$ cat src/rtl/dcbarb_rr_arb_if.sv
// Handshake bundle between the TCQ occupancy/pop side and the round-robin burst arbiter.
interface dcbarb_rr_arb_if #(
    parameter int unsigned N = 8
);
    logic         arb_en;
    logic [N-1:0] tcqs_req;
    logic [N-1:0] tcqs_last;
    logic         dcb_ready;
    logic [N-1:0] dcbarb_grant;
    logic         dcbarb_busy;
    logic         err;

    // Requester / pop-stage side
    modport master (
        output arb_en,
        output tcqs_req,
        output tcqs_last,
        output dcb_ready,
        input  dcbarb_grant,
        input  dcbarb_busy,
        input  err
    );

    // Arbiter side
    modport slave (
        input  arb_en,
        input  tcqs_req,
        input  tcqs_last,
        input  dcb_ready,
        output dcbarb_grant,
        output dcbarb_busy,
        output err
    );
endinterface

$ cat src/rtl/dcbarb_rr_arb.sv
// Round-robin burst arbiter: grants one non-empty TCQ for up to MAX_BURST pops,
// then rotates priority past the winner. Grant, busy and err are registered.
module dcbarb_rr_arb #(
    parameter int unsigned N         = 8,
    parameter int unsigned MAX_BURST = 4
) (
    input  logic            clk,
    input  logic            rst,
    dcbarb_rr_arb_if.slave  bus
);
    localparam int unsigned IW = (N > 1) ? $clog2(N) : 1;
    localparam int unsigned CW = $clog2(MAX_BURST) + 1;

    typedef enum logic {
        IDLE  = 1'b0,
        GRANT = 1'b1
    } state_t;

    state_t          state_q, state_d;
    logic [N-1:0]    grant_q, grant_d;
    logic            busy_q, busy_d;
    logic            err_q, err_d;
    logic [IW-1:0]   win_q, win_d;
    logic [IW-1:0]   ptr_q, ptr_d;
    logic [CW-1:0]   cnt_q, cnt_d;

    logic [IW:0]     pick_idle;
    logic [IW:0]     pick_next;
    logic [N-1:0]    keep_mask;
    logic [IW-1:0]   win_nxt;
    logic            burst_end;

    // (i + 1) mod N for a requester index
    function automatic logic [IW-1:0] wrap_inc(input logic [IW-1:0] i);
        if (i == IW'(N - 1)) begin
            return '0;
        end
        return i + IW'(1);
    endfunction

    // First set bit scanning start, start+1, .. wrapping; MSB of result = found
    function automatic logic [IW:0] pick(input logic [N-1:0] req, input logic [IW-1:0] start);
        logic [IW:0]   res;
        logic [IW-1:0] idx;
        logic          found;
        res   = '0;
        idx   = start;
        found = 1'b0;
        for (int unsigned k = 0; k < N; k++) begin
            if (!found && req[idx]) begin
                found = 1'b1;
                res   = {1'b1, idx};
            end
            idx = wrap_inc(idx);
        end
        return res;
    endfunction

    function automatic logic [N-1:0] onehot(input logic [IW-1:0] i);
        return N'(1) << i;
    endfunction

    // Candidate selection for a fresh grant and for a back-to-back regrant
    assign win_nxt   = wrap_inc(win_q);
    assign keep_mask = bus.tcqs_req & ~(N'(bus.tcqs_last[win_q]) << win_q);
    assign pick_idle = pick(bus.tcqs_req, ptr_q);
    assign pick_next = pick(keep_mask, win_nxt);
    assign burst_end = (cnt_q == CW'(MAX_BURST - 1)) || bus.tcqs_last[win_q];

    // Next-state and registered-output logic
    always_comb begin
        state_d = state_q;
        grant_d = grant_q;
        win_d   = win_q;
        ptr_d   = ptr_q;
        cnt_d   = cnt_q;
        err_d   = err_q;

        case (state_q)
            IDLE: begin
                grant_d = '0;
                if (bus.arb_en && (|bus.tcqs_req)) begin
                    grant_d = onehot(pick_idle[IW-1:0]);
                    win_d   = pick_idle[IW-1:0];
                    cnt_d   = '0;
                    state_d = GRANT;
                end
            end
            GRANT: begin
                if (bus.dcb_ready) begin
                    if (burst_end) begin
                        ptr_d = win_nxt;
                        cnt_d = '0;
                        if (bus.arb_en && pick_next[IW]) begin
                            grant_d = onehot(pick_next[IW-1:0]);
                            win_d   = pick_next[IW-1:0];
                        end else begin
                            grant_d = '0;
                            state_d = IDLE;
                        end
                    end else begin
                        cnt_d = cnt_q + CW'(1);
                    end
                end else if (!bus.tcqs_req[win_q]) begin
                    // Winner emptied without being popped: flag and release
                    err_d   = 1'b1;
                    grant_d = '0;
                    ptr_d   = win_nxt;
                    cnt_d   = '0;
                    state_d = IDLE;
                end
            end
            default: begin
                grant_d = '0;
                state_d = IDLE;
            end
        endcase

        busy_d = |grant_d;
    end

    // State and output registers, asynchronously cleared
    always_ff @(posedge clk or posedge rst) begin
        if (rst) begin
            state_q <= IDLE;
            grant_q <= '0;
            busy_q  <= 1'b0;
            err_q   <= 1'b0;
            win_q   <= '0;
            ptr_q   <= '0;
            cnt_q   <= '0;
        end else begin
            state_q <= state_d;
            grant_q <= grant_d;
            busy_q  <= busy_d;
            err_q   <= err_d;
            win_q   <= win_d;
            ptr_q   <= ptr_d;
            cnt_q   <= cnt_d;
        end
    end

    assign bus.dcbarb_grant = grant_q;
    assign bus.dcbarb_busy  = busy_q;
    assign bus.err          = err_q;
endmodule

$ cat src/flat_wrapper.sv
// flat-port wrapper written by rule: the top's interface ports become plain ports
module dcbarb_rr_arb_flat 
#(
    parameter int unsigned N         = 8,
    parameter int unsigned MAX_BURST = 4
)
  (clk, rst, bus_arb_en, bus_tcqs_req, bus_tcqs_last, bus_dcb_ready, bus_dcbarb_grant, bus_dcbarb_busy, bus_err);
  dcbarb_rr_arb_if #(.N(N)) bus_i ();
  input  logic clk;
  input  logic rst;
  input wire logic [$bits(bus_i.arb_en)-1:0] bus_arb_en;
  input wire logic [$bits(bus_i.tcqs_req)-1:0] bus_tcqs_req;
  input wire logic [$bits(bus_i.tcqs_last)-1:0] bus_tcqs_last;
  input wire logic [$bits(bus_i.dcb_ready)-1:0] bus_dcb_ready;
  output wire logic [$bits(bus_i.dcbarb_grant)-1:0] bus_dcbarb_grant;
  output wire logic [$bits(bus_i.dcbarb_busy)-1:0] bus_dcbarb_busy;
  output wire logic [$bits(bus_i.err)-1:0] bus_err;
  assign bus_i.arb_en = bus_arb_en;
  assign bus_i.tcqs_req = bus_tcqs_req;
  assign bus_i.tcqs_last = bus_tcqs_last;
  assign bus_i.dcb_ready = bus_dcb_ready;
  assign bus_dcbarb_grant = bus_i.dcbarb_grant;
  assign bus_dcbarb_busy = bus_i.dcbarb_busy;
  assign bus_err = bus_i.err;
  dcbarb_rr_arb #(.N(N), .MAX_BURST(MAX_BURST)) u_core (.clk(clk), .rst(rst), .bus(bus_i));
endmodule
$ cat config.mk
export PLATFORM = sky130hd
export DESIGN_NAME = dcbarb_rr_arb_flat
export DESIGN_NICKNAME = d
export VERILOG_FILES = /design/src/rtl/dcbarb_rr_arb_if.sv /design/src/rtl/dcbarb_rr_arb.sv /design/src/flat_wrapper.sv
export SDC_FILE = /design/constraint.sdc
export NUM_CORES = 1
export LEC_CHECK = 0
export CAP_MARGIN = 5
export CORE_MARGIN = 5
export CORE_UTILIZATION = 55
export DETAILED_ROUTE_END_ITERATION = 10
export DONT_BUFFER_PORTS = 1
export PLACE_DENSITY_LB_ADDON = 0.05
export SLEW_MARGIN = 40
export SYNTH_ARGS = -nofsm -noshare
export SYNTH_HDL_FRONTEND = slang
export SYNTH_SLANG_ARGS = --single-unit
$ cat constraint.sdc
create_clock -name clk -period 10.4 [get_ports clk]
set_clock_uncertainty 0.15 [all_clocks]
set_input_delay 2.08 -clock clk [delete_from_list [all_inputs] [get_ports clk]]
set_output_delay 2.08 -clock clk [all_outputs]
set_load 0.05 [all_outputs]
# After elaboration in Yosys (flattened, before gate mapping)
# Cells that the tools add are included.
[totals] ff_bits=20 input_bits=20 out_inout_bits=10 word_cells=244
[classes] n_addsub=16 magnitude_cmp=17 eq_ne=23 n_shift=3 n_mux=136 bitwise=5 n_reduce_logical=37
[op_table] cell="$mux 3" count=49
[op_table] cell="$lt 3x4->1 const B" count=17
[op_table] cell="$bmux 1 s3" count=18
[op_table] cell="$mux 1" count=52
[op_table] cell="$add 3x1->3 const B" count=16
[op_table] cell="$eq 3x3->1 const B" count=15
[op_table] cell="$mux 8" count=5
[op_table] cell="$mux 4" count=8
[op_table] cell="$logic_and 1x1->1" count=16
[op_table] cell="$pmux 8 s2" count=1
[op_table] cell="$reduce_or 8->1" count=2
[op_table] cell="$shl 1x3->8 const A" count=2
[op_table] cell="$logic_not 1->1" count=14
[op_table] cell="$pmux 3 s2" count=2
[op_table] cell="$and 8x8->8" count=1
[op_table] cell="$ne 2x2->1 const B" count=4
[op_table] cell="$not 8->8" count=1
[op_table] cell="$shl 1x3->8" count=1
[op_table] cell="$reduce_and 3->1" count=2
[op_table] cell="$ne 2x1->1 const B" count=2
[op_table] cell="$reduce_and 4->1" count=1
[op_table] cell="$eq 3x2->1 const B" count=1
[op_table] cell="$ne 3x3->1 const B" count=1
[op_table] cell="$not 1->1" count=3
[op_table] cell="3 further kinds" count=3

# Longest topological paths before layout
[depth] ltp_word=35 ltp_mapped=16 ltp_nobuf=11

# Worst setup path before layout
# No wires, ideal clock.
[synth_timing] kind="input to register" from="in bus_tcqs_req[4]" to="reg u_core.grant_q[1] (netlist: u_core.bus.dcbarb_grant[1])" setup_time_ns=0.087 arrival_ns=4.335 required_time_ns=10.163 setup_slack_ns=5.829 stages=9 path_buffers=1 path_cell_list="clkbuf_1 and3_1 a221o_1 nor3_2 o211a_1 nand4_1 o311a_1 or3b_4 o221ai_2"
[synth_via] elab_chain_cells=30
[synth_rtl] item="start: declaration" line_no="flat_wrapper.sv:12" source="input wire logic [$bits(bus_i.tcqs_req)-1:0] bus_tcqs_req;"
[synth_rtl] item="$and 8x8->8" line_no="dcbarb_rr_arb.sv:65" source="assign keep_mask = bus.tcqs_req & ~(N'(bus.tcqs_last[win_q]) << win_q);"
[synth_rtl] item="$bmux 1 s3" line_no="dcbarb_rr_arb.sv:50" source="if (!found && req[idx]) begin"
[synth_rtl] item="$mux 1 (not written as such)" line_no="dcbarb_rr_arb.sv:50"
[synth_rtl] item="$mux 1" line_no="dcbarb_rr_arb.sv:50"
[synth_rtl] item="$logic_not 1->1" line_no="dcbarb_rr_arb.sv:50"
[synth_rtl] item="$logic_and 1x1->1" line_no="dcbarb_rr_arb.sv:50"
[synth_rtl] item="$mux 1" line_no="dcbarb_rr_arb.sv:50"
[synth_rtl] item="$logic_not 1->1" line_no="dcbarb_rr_arb.sv:50"
[synth_rtl] item="(+15 left out)"
[synth_rtl] item="$logic_and 1x1->1" line_no="dcbarb_rr_arb.sv:50"
[synth_rtl] item="$mux 4" line_no="dcbarb_rr_arb.sv:50"
[synth_rtl] item="$shl 1x3->8 or $logic_and 1x1->1 (tied branches)" line_no="dcbarb_rr_arb.sv:60, dcbarb_rr_arb.sv:94"
[synth_rtl] item="$mux 8" line_no="dcbarb_rr_arb.sv:94" source="if (bus.arb_en && pick_next[IW]) begin"
[synth_rtl] item="$mux 8" line_no="dcbarb_rr_arb.sv:91" source="if (burst_end) begin"
[synth_rtl] item="$mux 8" line_no="dcbarb_rr_arb.sv:90" source="if (bus.dcb_ready) begin"
[synth_rtl] item="$pmux 8 s2 (*)" line_no="dcbarb_rr_arb.sv:79" source="case (state_q)"
[synth_rtl] item="via u_core.grant_d[1]" line_no="dcbarb_rr_arb.sv:20" source="logic [N-1:0] grant_q, grant_d;"
[synth_rtl] item="end signal: assignment" line_no="dcbarb_rr_arb.sv:134" source="grant_q <= grant_d;"
[synth_rtl] item="end: declaration" line_no="dcbarb_rr_arb.sv:20"
# The timed path passes the listed nets; every way through them passes the cells marked *. The select of a mux whose other input is x is not followed.
# A chain may end at the register's enable or synchronous reset.

# Worst setup path in the final report
[layout_timing] from="in bus_tcqs_last[5]" to="reg u_core.grant_q[0] (netlist: u_core.bus.dcbarb_grant[0])"
[layout_via] elab_chain_cells=34
[layout_rtl] item="start: declaration" line_no="flat_wrapper.sv:13" source="input wire logic [$bits(bus_i.tcqs_last)-1:0] bus_tcqs_last;"
[layout_rtl] item="$bmux 1 s3 (*)" line_no="dcbarb_rr_arb.sv:65, dcbarb_rr_arb.sv:68"
[layout_rtl] item="$mux 1 (not written as such) (*)" line_no="dcbarb_rr_arb.sv:65, dcbarb_rr_arb.sv:68"
[layout_rtl] item="$shl 1x3->8" line_no="dcbarb_rr_arb.sv:65"
[layout_rtl] item="$not 8->8" line_no="dcbarb_rr_arb.sv:65"
[layout_rtl] item="$and 8x8->8" line_no="dcbarb_rr_arb.sv:65"
[layout_rtl] item="$bmux 1 s3" line_no="dcbarb_rr_arb.sv:50"
[layout_rtl] item="$mux 1 (not written as such)" line_no="dcbarb_rr_arb.sv:50"
[layout_rtl] item="$mux 1" line_no="dcbarb_rr_arb.sv:50"
[layout_rtl] item="(+19 left out)"
[layout_rtl] item="$logic_and 1x1->1" line_no="dcbarb_rr_arb.sv:50"
[layout_rtl] item="$mux 4" line_no="dcbarb_rr_arb.sv:50"
[layout_rtl] item="$shl 1x3->8 or $logic_and 1x1->1 (tied branches)" line_no="dcbarb_rr_arb.sv:60, dcbarb_rr_arb.sv:94"
[layout_rtl] item="$mux 8" line_no="dcbarb_rr_arb.sv:94"
[layout_rtl] item="$mux 8 (*)" line_no="dcbarb_rr_arb.sv:91"
[layout_rtl] item="$mux 8 (*)" line_no="dcbarb_rr_arb.sv:90"
[layout_rtl] item="$pmux 8 s2 (*)" line_no="dcbarb_rr_arb.sv:79"
[layout_rtl] item="via u_core.grant_d[0]" line_no="dcbarb_rr_arb.sv:20"
# Marks and branches as above.

==> impl_metrics.yaml <==
placement:
  gp_congestion: 0.901
  portBuffers: 0
  dp_hpwl_mm: 7.34
synthesis:
  synth_edf_count: 0
  synthFlopType: "dfrtp_1"
  ys_ff_latch: 20
  syn_avg_cell_area_um2: 8.41
  async_flop_share_pct: 100
  ys_seq_area_share_pct: 14.6
  syn_inst: 407
  mappedNetlistArea_um2: 3420
  ys.warnings.count: 0
  synth_fp_nets: 440
  ys_types: 79
clocking:
  cts_tree: "yes"
  clk_pin_slew_ps: 70
  cts_resized: 0
  cts_buffer_depth: 2
  cts_hold_buf: 0
  cts.htree.levels: 1
  clk_latency_ps: 250
  root_buffer: "clkbuf_8"
  cts.sinks: 20
  cts_buffers: 3
  cts_setup_buffers: 0
floorplan:
  dieArea_um2: 7900
  die_w_um: 88.9
  ios: 30
  start_util_pct: 57.1
  core_area_um2: 5990
  std_cell_rows: 28
  fp.dieH_um: 88.9
worst_setup_path:
  cp-end-kind: "register"
  crit_arrival_ps: 4670
  required_ps: 10360
  reg2regPathDepth: 12
  cp-start-kind: "primary input"
  worstPathMaxFanout: 7
  crit_type: "primary input to register"
route:
  wl_per_cell_um: 21.2
  drc: 0
  detail_route.first_pass.iterations: 5
  vias: 3243
  first_iter_violations: 211
  detail-route-antenna-nets: 0
  wl_mm: 9.72
  routed_via_density: 7.08
final_layout:
  final_cell_mix: "42 x nand2_1, 39 x mux2i_1, 26 x nor2_1"
  final_common_cell: "nand2_1"
  drive_gt1_share_pct: 13.8
  nets: 418
  fillers: 557
  diodes: 0
  syn_to_final_growth_pct: 0.366
sta:
  fmax_ghz: 0.212
  slew_violations: 0
  finalSetupTns_ps: 0
  grt_setup_unrepaired: "no"
  finalSetupViolations: 0
  period_needed_ps: 4710
  fin_crit_sh_pct: 45.3
  slew_headroom_pct: 52.7
  finalHoldViolations: 0
  worstMarginPinSlew_ps: 705
grt:
  grtUsageTotal_pct: 25.2
  grt_pass1_vias: 3115
  overflow: 0
  grt_max_degree: 30
  antenna_found_initial: 0
  grt_first_pass_wirelength_mm: 15.8
status:
  outcome: "finished clean"
worst_hold_path:
  hold_path_class: "register to register"
  holdPathStages: 1
flow_run:
  maxCapViolations: 0
critical path: stages:
cell	delay, ps
mux2_1	120
nand3_1	170
a221o_1	500
o21ai_0	430
and2b_1	230
nand4_1	130
o311a_1	370
o21ai_0	430
o221ai_1	200
Yosys cell counts (all sizes together), types with 3 or more instances:
library cell / count / area (µm²)
mux2: 13 / 150
nand3b: 3 / 22.5
nand2b: 8 / 57.6
ha: 13 / 163
a211oi: 7 / 52.6
a21oi: 7 / 35.0
o21a: 5 / 37.5
nor2: 27 / 101
a311oi: 3 / 26.3
dfrtp: 20 / 500
a221o: 3 / 30.0
nor2b: 3 / 18.8
inv: 17 / 63.8
nand4: 3 / 18.8
and3: 6 / 37.5
o221ai: 11 / 121
o2bb2ai: 4 / 35.0
xnor2: 5 / 51.3
mux2i: 40 / 413
buf: 16 / 98.9
a31oi: 4 / 25.0
o2111ai: 3 / 26.3
o21ai: 25 / 125
nor4: 5 / 31.3
clkbuf: 15 / 56.3
nand2: 42 / 158
and2: 6 / 37.5
mux4: 13 / 293
nor3: 9 / 55.1
o22ai: 3 / 18.8
xor2: 3 / 26.3
nand4b: 3 / 26.3
nand3: 11 / 55.1
o211ai: 7 / 52.6
or2: 6 / 40.0
metrics by stage:
step / area, µm² / hold slack [ps] / utilization (%) / std cells / setup WS, ps
2_1_floorplan: 3420 / 314 / - / 407 / 5830
3_3_place_gp: 3390 / 338 / 56.6 / 455 / 5530
3_5_place_dp: 3390 / 351 / 56.6 / 455 / 5460
4_1_cts: 3430 / 364 / 57.3 / 458 / 5720
5_1_grt: 3430 / 381 / 57.3 / 458 / 5340
6_report: 3430 / 352 / 57.3 / 458 / 5690
layout make-up:
| type | instances | area (µm²) | share of cell area (%) |
|---|---|---|---|
| Multi-Input combinational cell | 339 | 2710 | 78.8 |
| Sequential cell | 20 | 500 | 14.6 |
| Tap cell | 75 | 93.8 | 2.73 |
| Inverter | 17 | 63.8 | 1.86 |
| Clock buffer | 3 | 41.3 | 1.20 |
| Timing Repair Buffer | 4 | 30.0 | 0.874 |
state kept, by name, indices dropped and copies added, names as in the netlist:
register	flops
u_core.bus.dcbarb_grant	8
u_core.win_q	3
u_core.state_q	1
u_core.ptr_q	3
u_core.cnt_q	3
u_core.bus.dcbarb_busy	1
u_core.bus.err	1
logic make-up (layout without fill, tap and decap cells):
kind of cell | count (synthesis) | count (layout) | synth area share (%)
AOI/OAI and AO/OA | 107 | 107 | 23.5
and+or+nand+nor | 144 | 144 | 22.7
xor gates and xnor gates | 9 | 9 | 3.00
DFF | 20 | 20 | 14.6
muxes | 66 | 66 | 25.0
adders and majority gates | 13 | 13 | 4.75
buffers and inverters | 48 | 24 | 6.40
layer usage:
metal	global-route usage (%)	part of all wire [%]	up-vias	wire length [µm]
li1	-	-	1516	-
met1	36.1	45	1567	4340
met2	38.4	45	147	4340
met3	6.89	9.5	13	919
met4	4.40	1.2	0	112
met5	0	0	-	0
final timing paths:
path,start,endpoint,slack (ps)
worst min-delay path,u_core.cnt_q[0],u_core.cnt_q[0],350
worst max-delay path,bus_tcqs_last[5],u_core.bus.dcbarb_grant[0],5690
worst min register to register,u_core.cnt_q[0],u_core.cnt_q[0],350
worst max register to register,u_core.win_q[1],u_core.bus.dcbarb_grant[0],5700
max in group asynchronous,rst,u_core.win_q[1],8180
min in group asynchronous,rst,u_core.cnt_q[0],1580
Power is not shown: default switching activity piles up to over one toggle a cycle in this logic, so the estimate is an artifact.
